===== src/rtl/uart_mem_initiator.sv =====
// CPU memory port to UART comm channel-0 request/response bridge.
// Optional read-response timeout enabled by defining MEM_TIMEOUT_EN.
module uart_mem_initiator #(
  parameter int ADDR_W         = 32,
  parameter int MSG_W          = 72,
  parameter int TIMEOUT_CYCLES = 1000000
) (
  input  logic              clk,
  input  logic              rst,
  input  logic              mem_req,
  input  logic              mem_we,
  input  logic [ADDR_W-1:0] mem_addr,
  input  logic [31:0]       mem_wdata,
  input  logic [3:0]        mem_mask,
  output logic              mem_busy,
  output logic              mem_done,
  output logic [31:0]       mem_rdata,
  output logic              mem_err,
  output logic              send_flag,
  output logic [4:0]        send_length,
  output logic [MSG_W-1:0]  send_data,
  input  logic              sendable,
  output logic              recv_flag,
  input  logic [4:0]        recv_length,
  input  logic [MSG_W-1:0]  recv_data,
  input  logic              recvable
);

  if (TIMEOUT_CYCLES < 1) begin : g_chk
    $error("TIMEOUT_CYCLES must be at least 1");
  end

  typedef enum logic [1:0] {
    IDLE,
    SEND,
    WAIT_RESP
  } state_t;

  state_t state, state_n;

  logic              we_q, we_n;
  logic [ADDR_W-1:0] addr_q, addr_n;
  logic [31:0]       wdata_q, wdata_n;
  logic [3:0]        mask_q, mask_n;

  logic              busy_n, done_n, err_n;
  logic [31:0]       rdata_n;
  logic              sflag_n, rflag_n;
  logic [4:0]        slen_n;
  logic [MSG_W-1:0]  sdata_n;

  logic [31:0]       addr32;
  logic              pop_ok;
  logic              unused_recv;

  assign addr32      = 32'(addr_q);
  assign pop_ok      = recvable && !recv_flag;
  assign unused_recv = ^recv_data[MSG_W-1:32];

`ifdef MEM_TIMEOUT_EN
  localparam int CW = (TIMEOUT_CYCLES > 1) ? $clog2(TIMEOUT_CYCLES) : 1;
  logic [CW-1:0] cnt, cnt_n;
`endif

  always_ff @(posedge clk) begin
    if (rst) begin
      state       <= IDLE;
      we_q        <= 1'b0;
      addr_q      <= '0;
      wdata_q     <= '0;
      mask_q      <= '0;
      mem_busy    <= 1'b0;
      mem_done    <= 1'b0;
      mem_err     <= 1'b0;
      mem_rdata   <= '0;
      send_flag   <= 1'b0;
      send_length <= '0;
      send_data   <= '0;
      recv_flag   <= 1'b0;
`ifdef MEM_TIMEOUT_EN
      cnt         <= '0;
`endif
    end else begin
      state       <= state_n;
      we_q        <= we_n;
      addr_q      <= addr_n;
      wdata_q     <= wdata_n;
      mask_q      <= mask_n;
      mem_busy    <= busy_n;
      mem_done    <= done_n;
      mem_err     <= err_n;
      mem_rdata   <= rdata_n;
      send_flag   <= sflag_n;
      send_length <= slen_n;
      send_data   <= sdata_n;
      recv_flag   <= rflag_n;
`ifdef MEM_TIMEOUT_EN
      cnt         <= cnt_n;
`endif
    end
  end

  always_comb begin
    state_n = state;
    we_n    = we_q;
    addr_n  = addr_q;
    wdata_n = wdata_q;
    mask_n  = mask_q;
    busy_n  = mem_busy;
    done_n  = 1'b0;
    err_n   = 1'b0;
    rdata_n = mem_rdata;
    sflag_n = 1'b0;
    slen_n  = send_length;
    sdata_n = send_data;
    rflag_n = 1'b0;
`ifdef MEM_TIMEOUT_EN
    cnt_n   = cnt;
`endif
    unique case (state)
      IDLE: begin
        busy_n = 1'b0;
        // stray responses are popped and dropped
        if (pop_ok) rflag_n = 1'b1;
        if (mem_req) begin
          we_n    = mem_we;
          addr_n  = mem_addr;
          wdata_n = mem_wdata;
          mask_n  = mem_mask;
          busy_n  = 1'b1;
          state_n = SEND;
        end
      end
      SEND: begin
        if (sendable) begin
          sflag_n = 1'b1;
          if (we_q) begin
            slen_n  = 5'd9;
            sdata_n = MSG_W'({4'h0, mask_q, addr32, wdata_q});
            done_n  = 1'b1;
            busy_n  = 1'b0;
            state_n = IDLE;
          end else begin
            slen_n  = 5'd5;
            sdata_n = MSG_W'(addr32);
            state_n = WAIT_RESP;
`ifdef MEM_TIMEOUT_EN
            cnt_n   = '0;
`endif
          end
        end
      end
      WAIT_RESP: begin
        if (pop_ok) begin
          rflag_n = 1'b1;
          rdata_n = recv_data[31:0];
          done_n  = 1'b1;
          err_n   = (recv_length != 5'd4);
          busy_n  = 1'b0;
          state_n = IDLE;
`ifdef MEM_TIMEOUT_EN
        end else if (cnt == CW'(TIMEOUT_CYCLES - 1)) begin
          rdata_n = '0;
          done_n  = 1'b1;
          err_n   = 1'b1;
          busy_n  = 1'b0;
          state_n = IDLE;
        end else begin
          cnt_n = cnt + 1'b1;
`endif
        end
      end
      default: state_n = IDLE;
    endcase
  end

endmodule


===== config.mk =====
export PLATFORM = sky130hd
export DESIGN_NAME = uart_mem_initiator
export DESIGN_NICKNAME = d
export VERILOG_FILES = /design/src/rtl/uart_mem_initiator.sv
export SDC_FILE = /design/constraint.sdc
export NUM_CORES = 1
export LEC_CHECK = 0
export CAP_MARGIN = 40
export CORE_UTILIZATION = 44
export DETAILED_ROUTE_END_ITERATION = 12
export PLACE_DENSITY_LB_ADDON = 0.3
export SYNTH_ARGS = -nofsm -noshare
export SYNTH_HDL_FRONTEND = slang
export SYNTH_SLANG_ARGS = --single-unit

===== constraint.sdc =====
create_clock -name clk -period 2.1 [get_ports clk]
set_clock_uncertainty 0.05 [all_clocks]
set_input_delay 0.42 -clock clk [delete_from_list [all_inputs] [get_ports clk]]
set_output_delay 0.42 -clock clk [all_outputs]
set_load 0.01 [all_outputs]

==> results of run 1 <==
[metal layers]
layer / track usage [%] / part of all wire [%]
met2: 35.8 / 47
met1: 27.7 / 44
met4: 7.27 / 1.3
met3: 7.39 / 7.8
met5: 0 / 0
[sequential cells by signal, indices dropped and copies added (netlist names)]
name,cells
send_length,3
recv_flag,1
mem_done,1
mem_busy,1
mem_rdata,32
state,2
wdata_q,32
we_q,1
addr32,32
send_flag,1
send_data,68
mem_err,1
mask_q,4
[cells in the mapped netlist]
master / number
a2111oi_2: 1
a211o_1: 1
a211oi_1: 1
a211oi_2: 32
a21oi_1: 130
a21oi_2: 10
a221oi_1: 1
a311oi_2: 1
and2_1: 2
and3b_1: 1
buf_1: 5
buf_2: 19
buf_4: 13
buf_6: 12
clkbuf_1: 23
conb_1: 1
dfxtp_1: 179
ha_1: 4
inv_1: 5
mux2i_1: 34
nand2_1: 237
nand2_2: 10
nand2b_1: 2
nand3_1: 36
nand3b_2: 1
nor2_1: 36
nor2b_1: 2
nor3_1: 2
o211a_1: 1
or3_1: 1
[placed cells by master, fill, tap and decap left out, drive strengths merged]
master         synthesis  final
nand2                247    247
clkdlybuf4s50          0    217
dfxtp                179    179
a21oi                140    140
nand3                 36     36
nor2                  36     36
mux2i                 34     34
a211oi                33     33
buf                   49     22
clkbuf                23     20
inv                    5      7
conb                   1      6
clkinv                 0      5
ha                     4      4
clkinvlp               0      3
nand2b                 2      2
nor2b                  2      2
nor3                   2      2
bufinv                 0      2
and2                   2      2
and3b                  1      1
nand3b                 1      1
a211o                  1      1
o211a                  1      1
or3                    1      1
a2111oi                1      1
a311oi                 1      1
a221oi                 1      1
[through the flow]
stage	setup WS, ns	power (mW)	cells
after global routing	0.207	8.54	1218
after global placement	0.274	5.08	1186
after floorplan	0.628	4.54	808
after detailed placement	0.224	5.10	1186
after CTS	0.253	8.24	1218
final	0.281	8.16	1218
[cells by family (layout without fill, tap and decap cells)]
group,count (synthesis),count (layout),share of synthesized area [%]
buf+inv,77,276,6.48
mux,34,34,4.88
other cells,1,6,0.0538
flops,179,179,51.4
simple gates,330,330,19.2
compound gates,178,178,17.3
fa+ha+maj,4,4,0.718
[power by group]
| part | total, mW | switching [mW] | internal [mW] |
|---|---|---|---|
| Combinational | 1.29 | 0.665 | 0.625 |
| Clock | 3.14 | 1.33 | 1.82 |
| Sequential | 3.72 | 0.123 | 3.60 |
[area by class of cell]
cell class,count,share of cell area [%]
Sequential cell,179,36.4
Multi-Input combinational cell,552,30.1
Timing Repair Buffer,239,24.7
Clock buffer,20,4.63
Tap cell,211,2.68
Clock inverter,12,1.31
Inverter,5,0.190
[worst paths after layout]
| check | slack, ns | endpoint | startpoint |
|---|---|---|---|
| setup / recovery | 0.28 | recv_flag | recv_flag |
| hold / removal | 0.40 | send_data[32] | send_data[32] |
| setup reg to reg | 0.50 | mem_rdata[31] | state[0] |
| hold reg to reg | 0.40 | send_data[32] | send_data[32] |
==> impl_metrics.yaml, run 1 <==
cts:
  root_buffer: "clkbuf_16"
  cts_tree: "yes"
  clkLatencyLatePin_ns: 0.42
  clock-sinks: 179
  h-tree-depth: 4
  postCtsSetupBuffers: 0
  cts_resized: 0
  clkTransAtPathRegs_ns: 0.07
  hold_buffers: 0
  cts_buffers: 17
  cts_max_path_buffers: 2
placement:
  gp_routability_congestion: 0.732
  dp_hpwl_um: 11200
  place.port_buffers: 218
  placedInstanceArea_um2: 9280
timing:
  setup_tns_ns: 0
  max_freq_mhz: 550
  finalHoldViolations: 0
  worstMarginPinSlew_ns: 0.632
  setup_viol: 0
  relSlewSlack_pct: 57.9
  slew_violations: 0
  period_share_pct: 86.6
  fin_hold_ws_ns: 0.399
  grt_setup_unrepaired: "no"
  period_minus_slack_ns: 1.82
critical_path:
  crit_path_end_kind: "output port"
  cp.required_ns: 1.63
  crit_fanout: 4
  worstPathArrival_ns: 1.35
  r2r_cells: 6
  path_class: "flop to output port"
  startpoint_type: "flop"
  critPathTopFamily: "buffers and inverters"
  path_buf_inv: 1
  crit_chain: "clkdlybuf4s50_1"
  cpPeakStageDelay_ns: 0.58
  critical_path.slowest_cell: "clkdlybuf4s50_1"
  path_depth: 1
logic_synthesis:
  syn_area_um2: 6970
  ys_warn_count: 0
  yosysSeqAreaShare_pct: 51.4
  synth.area.top_cells: "dfxtp_1 51%, nand2_1 13%, a21oi_1 9.3%"
  yosys.area.top_type: "dfxtp_1"
  syn_inst: 803
  syn_avg_cell_area_um2: 8.69
  synth_top_area_share_pct: 51.4
  ys_ff_latch: 179
  ys_types: 30
route:
  dr.first_iter.drc_count: 239
  dr.pass1.iters: 4
  drt-total-wl_um: 17300
  ant_nets: 0
  wl_per_cell_um: 14.2
  drc_errors: 0
  via_per_inst: 4.94
  vias: 6018
floorplan:
  pin_count: 265
  die_h_um: 128
  rows: 45
  die_x_um: 128
  core_um2: 15300
  start_util_pct: 45.5
  die_area_um2: 16400
power_and_ir_drop:
  ir_worst_vdd_uv: 645
  p_per_area_nw_per_um2: 827
  p_leak_nw: 3.39
global_routing:
  grt_pass1_wl_um: 28300
  gr-total-overflow: 0
  gr-usage-all-layers_pct: 22.1
  grt_pass1_vias: 5553
  grt_max_degree: 70
  antenna_found_initial: 0
finish:
  nets: 1149
  antenna_cells: 0
  layout-drive-gt1-share_pct: 11.2
  fillCellCount: 1336
  final_area_um2: 9860
  syn2layout_area_growth_pct: 41.4
  seq_area_um2: 3590
  multiInputGateArea_um2: 2970
  fin_util_pct: 64.4
worst_hold_path:
  hold_depth: 2
  holdCritPathClass: "flop to flop"
status:
  run_status: "finished clean"
run:
  cap_violations: 0
(Power assumes the default switching activity.)
==> run 2: changes to the inputs <==
Settings changed: ABC_AREA set to 1, CORE_UTILIZATION 44 to 43, PLACE_DENSITY set to 0.81, PLACE_DENSITY_LB_ADDON 0.3 to not set.
==> impl_metrics.yaml, run 2 <==
status:
  run_status: "finished clean"
placement:
  place.port_buffers: 218
  place_inst: 1196
  dp_hpwl_um: 11600
  gp_routability_congestion: 0.801
cts:
  clkTransAtPathRegs_ns: 0.06
  clock-sinks: 179
  root_buffer: "clkbuf_16"
  h-tree-depth: 4
  hold_buffers: 0
  postCtsSetupBuffers: 0
  cts_buffers: 17
  cts_resized: 0
  cts_max_path_buffers: 2
  cts_tree: "yes"
  clkLatencyLatePin_ns: 0.42
finish:
  syn2layout_area_growth_pct: 45.1
  top_register: "send_data"
  layout_commonest_cell: "nand2_1"
  largest_register_ffs: 68
  layout_common_cells: "243 x nand2_1, 217 x clkdlybuf4s50_1, 179 x dfxtp_1"
  fin_cells: 1228
  antenna_cells: 0
  layout-drive-gt1-share_pct: 4.98
  fin_util_pct: 64.1
  nets: 1186
logic_synthesis:
  ys_ff_latch: 179
  ys_warn_count: 0
  syn_inst: 837
  synth_flop_cell: "dfxtp_1"
  async_flop_share_pct: 0
  synth_top_area_share_pct: 55.6
  synth.most_common_cell: "nand2_1"
  yosysSeqAreaShare_pct: 55.6
  ys_types: 21
  synth.area.top_cells: "dfxtp_1 56%, nand2_1 14%, nor2_1 8.6%"
  yosys.area.top_type: "dfxtp_1"
  syn_avg_cell_area_um2: 7.70
  synth_common_cells: "244 x nand2_1, 179 x dfxtp_1, 147 x nor2_1"
  synth_edf_count: 0
  syn_area_um2: 6440
global_routing:
  gr-usage-all-layers_pct: 22.4
  grt_pass1_vias: 5569
  grt_pass1_wl_um: 27800
  grt_max_degree: 105
  antenna_found_initial: 0
  gr-total-overflow: 0
timing:
  setup_tns_ns: 0
  slew_violations: 0
  grt_setup_unrepaired: "no"
  setup_viol: 0
  finalHoldViolations: 0
  max_freq_mhz: 538
  fin_hold_ws_ns: 0.410
  period_minus_slack_ns: 1.86
  period_share_pct: 88.5
worst_hold_path:
  holdCritPathClass: "flop to flop"
critical_path:
  path_class: "flop to output port"
  critical_path.slowest_cell: "clkdlybuf4s50_1"
  crit_fanout: 2
  cp.required_ns: 1.63
  critPathTopFamily: "buffers and inverters"
  crit_path_end_kind: "output port"
  path_buf_inv: 1
  worstPathArrival_ns: 1.39
  cpPeakStageDelay_ns: 0.58
  startpoint_type: "flop"
  crit_chain: "clkdlybuf4s50_1"
route:
  vias: 6122
  met1Wirelength_um: 7450
  drc_errors: 0
  ant_nets: 0
  top_layer: "met4"
  dr_wl_met2_um: 8070
  wl_per_cell_um: 14.0
  dr.first_iter.drc_count: 402
  drt-total-wl_um: 17200
  met3_length_um: 1400
  via_per_inst: 4.99
  dr.pass1.iters: 6
floorplan:
  rows: 44
  core_um2: 14600
  pin_count: 265
  die_x_um: 124
  die_area_um2: 15500
  die_h_um: 124
  start_util_pct: 44.2
power_and_ir_drop:
  p_per_area_nw_per_um2: 887
  ir_worst_vdd_uv: 553
  total_power_mw: 8.30
  p_leak_nw: 3.36
run:
  cap_violations: 0
[run 2: changes by cell type after synthesis, sizes merged, moves of 6 or more]
cell	before	now
nor2	36	149
buf	49	26
a21oi	140	72
nand3	36	3
a211oi	33	0
mux2i	34	0
o21ai	0	73
clkbuf	23	37
inv	5	11
a31oi	0	33
[run 2: path summary, 6_finish.rpt]
check | to | cells past startpoint | from | slack, ns
max reg2reg | send_data[16] | 7 | state[1] | 0.39
min | send_data[66] | 2 | mask_q[2] | 0.41
min reg2reg | send_data[66] | 2 | mask_q[2] | 0.41
max | send_data[1] | 1 | send_data[1] | 0.24
[run 2: metrics by stage]
step | worst slack (ns) | area, um^2
after floorplan | 0.639 | 6460
after global placement | 0.236 | 8790
after detailed placement | 0.186 | 8790
after CTS | 0.209 | 9350
after global routing | 0.202 | 9350
final | 0.242 | 9350
[run 2: final cells by class]
class                      count  area [um^2]
timing repair buffer         233         2390
sequential                   179         3580
multi-input combinational    588         2540
fill                        1266         5240
inverter                      12         45.0
tap                          184          230
clock buffer                  21          460
clock inverter                11          103
[run 2: kinds of logic (layout without fill, tap and decap cells)]
kind of cell	after synthesis	count (layout)	share of synthesized area, %
simple gates	399	399	23.6
buf+inv	75	277	5.36
flops	179	179	55.6
fa+ha+maj	4	4	0.777
compound gates	179	179	14.6
other cells	1	6	0.0582
[run 2: power by group]
| part | switching (mW) | leakage [nW] | internal, mW |
|---|---|---|---|
| Combinational | 0.754 | 1.64 | 0.644 |
| Clock | 1.31 | 0.258 | 1.70 |
| Sequential | 0.182 | 1.46 | 3.71 |
| Total | 2.24 | 3.36 | 6.05 |
[run 2: routing by layer]
layer | vias to the layer above | global-route usage [%]
li1 | 3067 | -
met1 | 2790 | 27.0
met2 | 244 | 37.0
met4 | 0 | 7.58
met5 | - | 0
met3 | 21 | 7.69
==> run 3: changes to the inputs <==
Settings changed: CTS_CLUSTER_DIAMETER set to 100, SETUP_SLACK_MARGIN set to 0.15.
==> results of run 3 <==
Same layout as run 2: the final DEF is identical, and so are final timing and power.
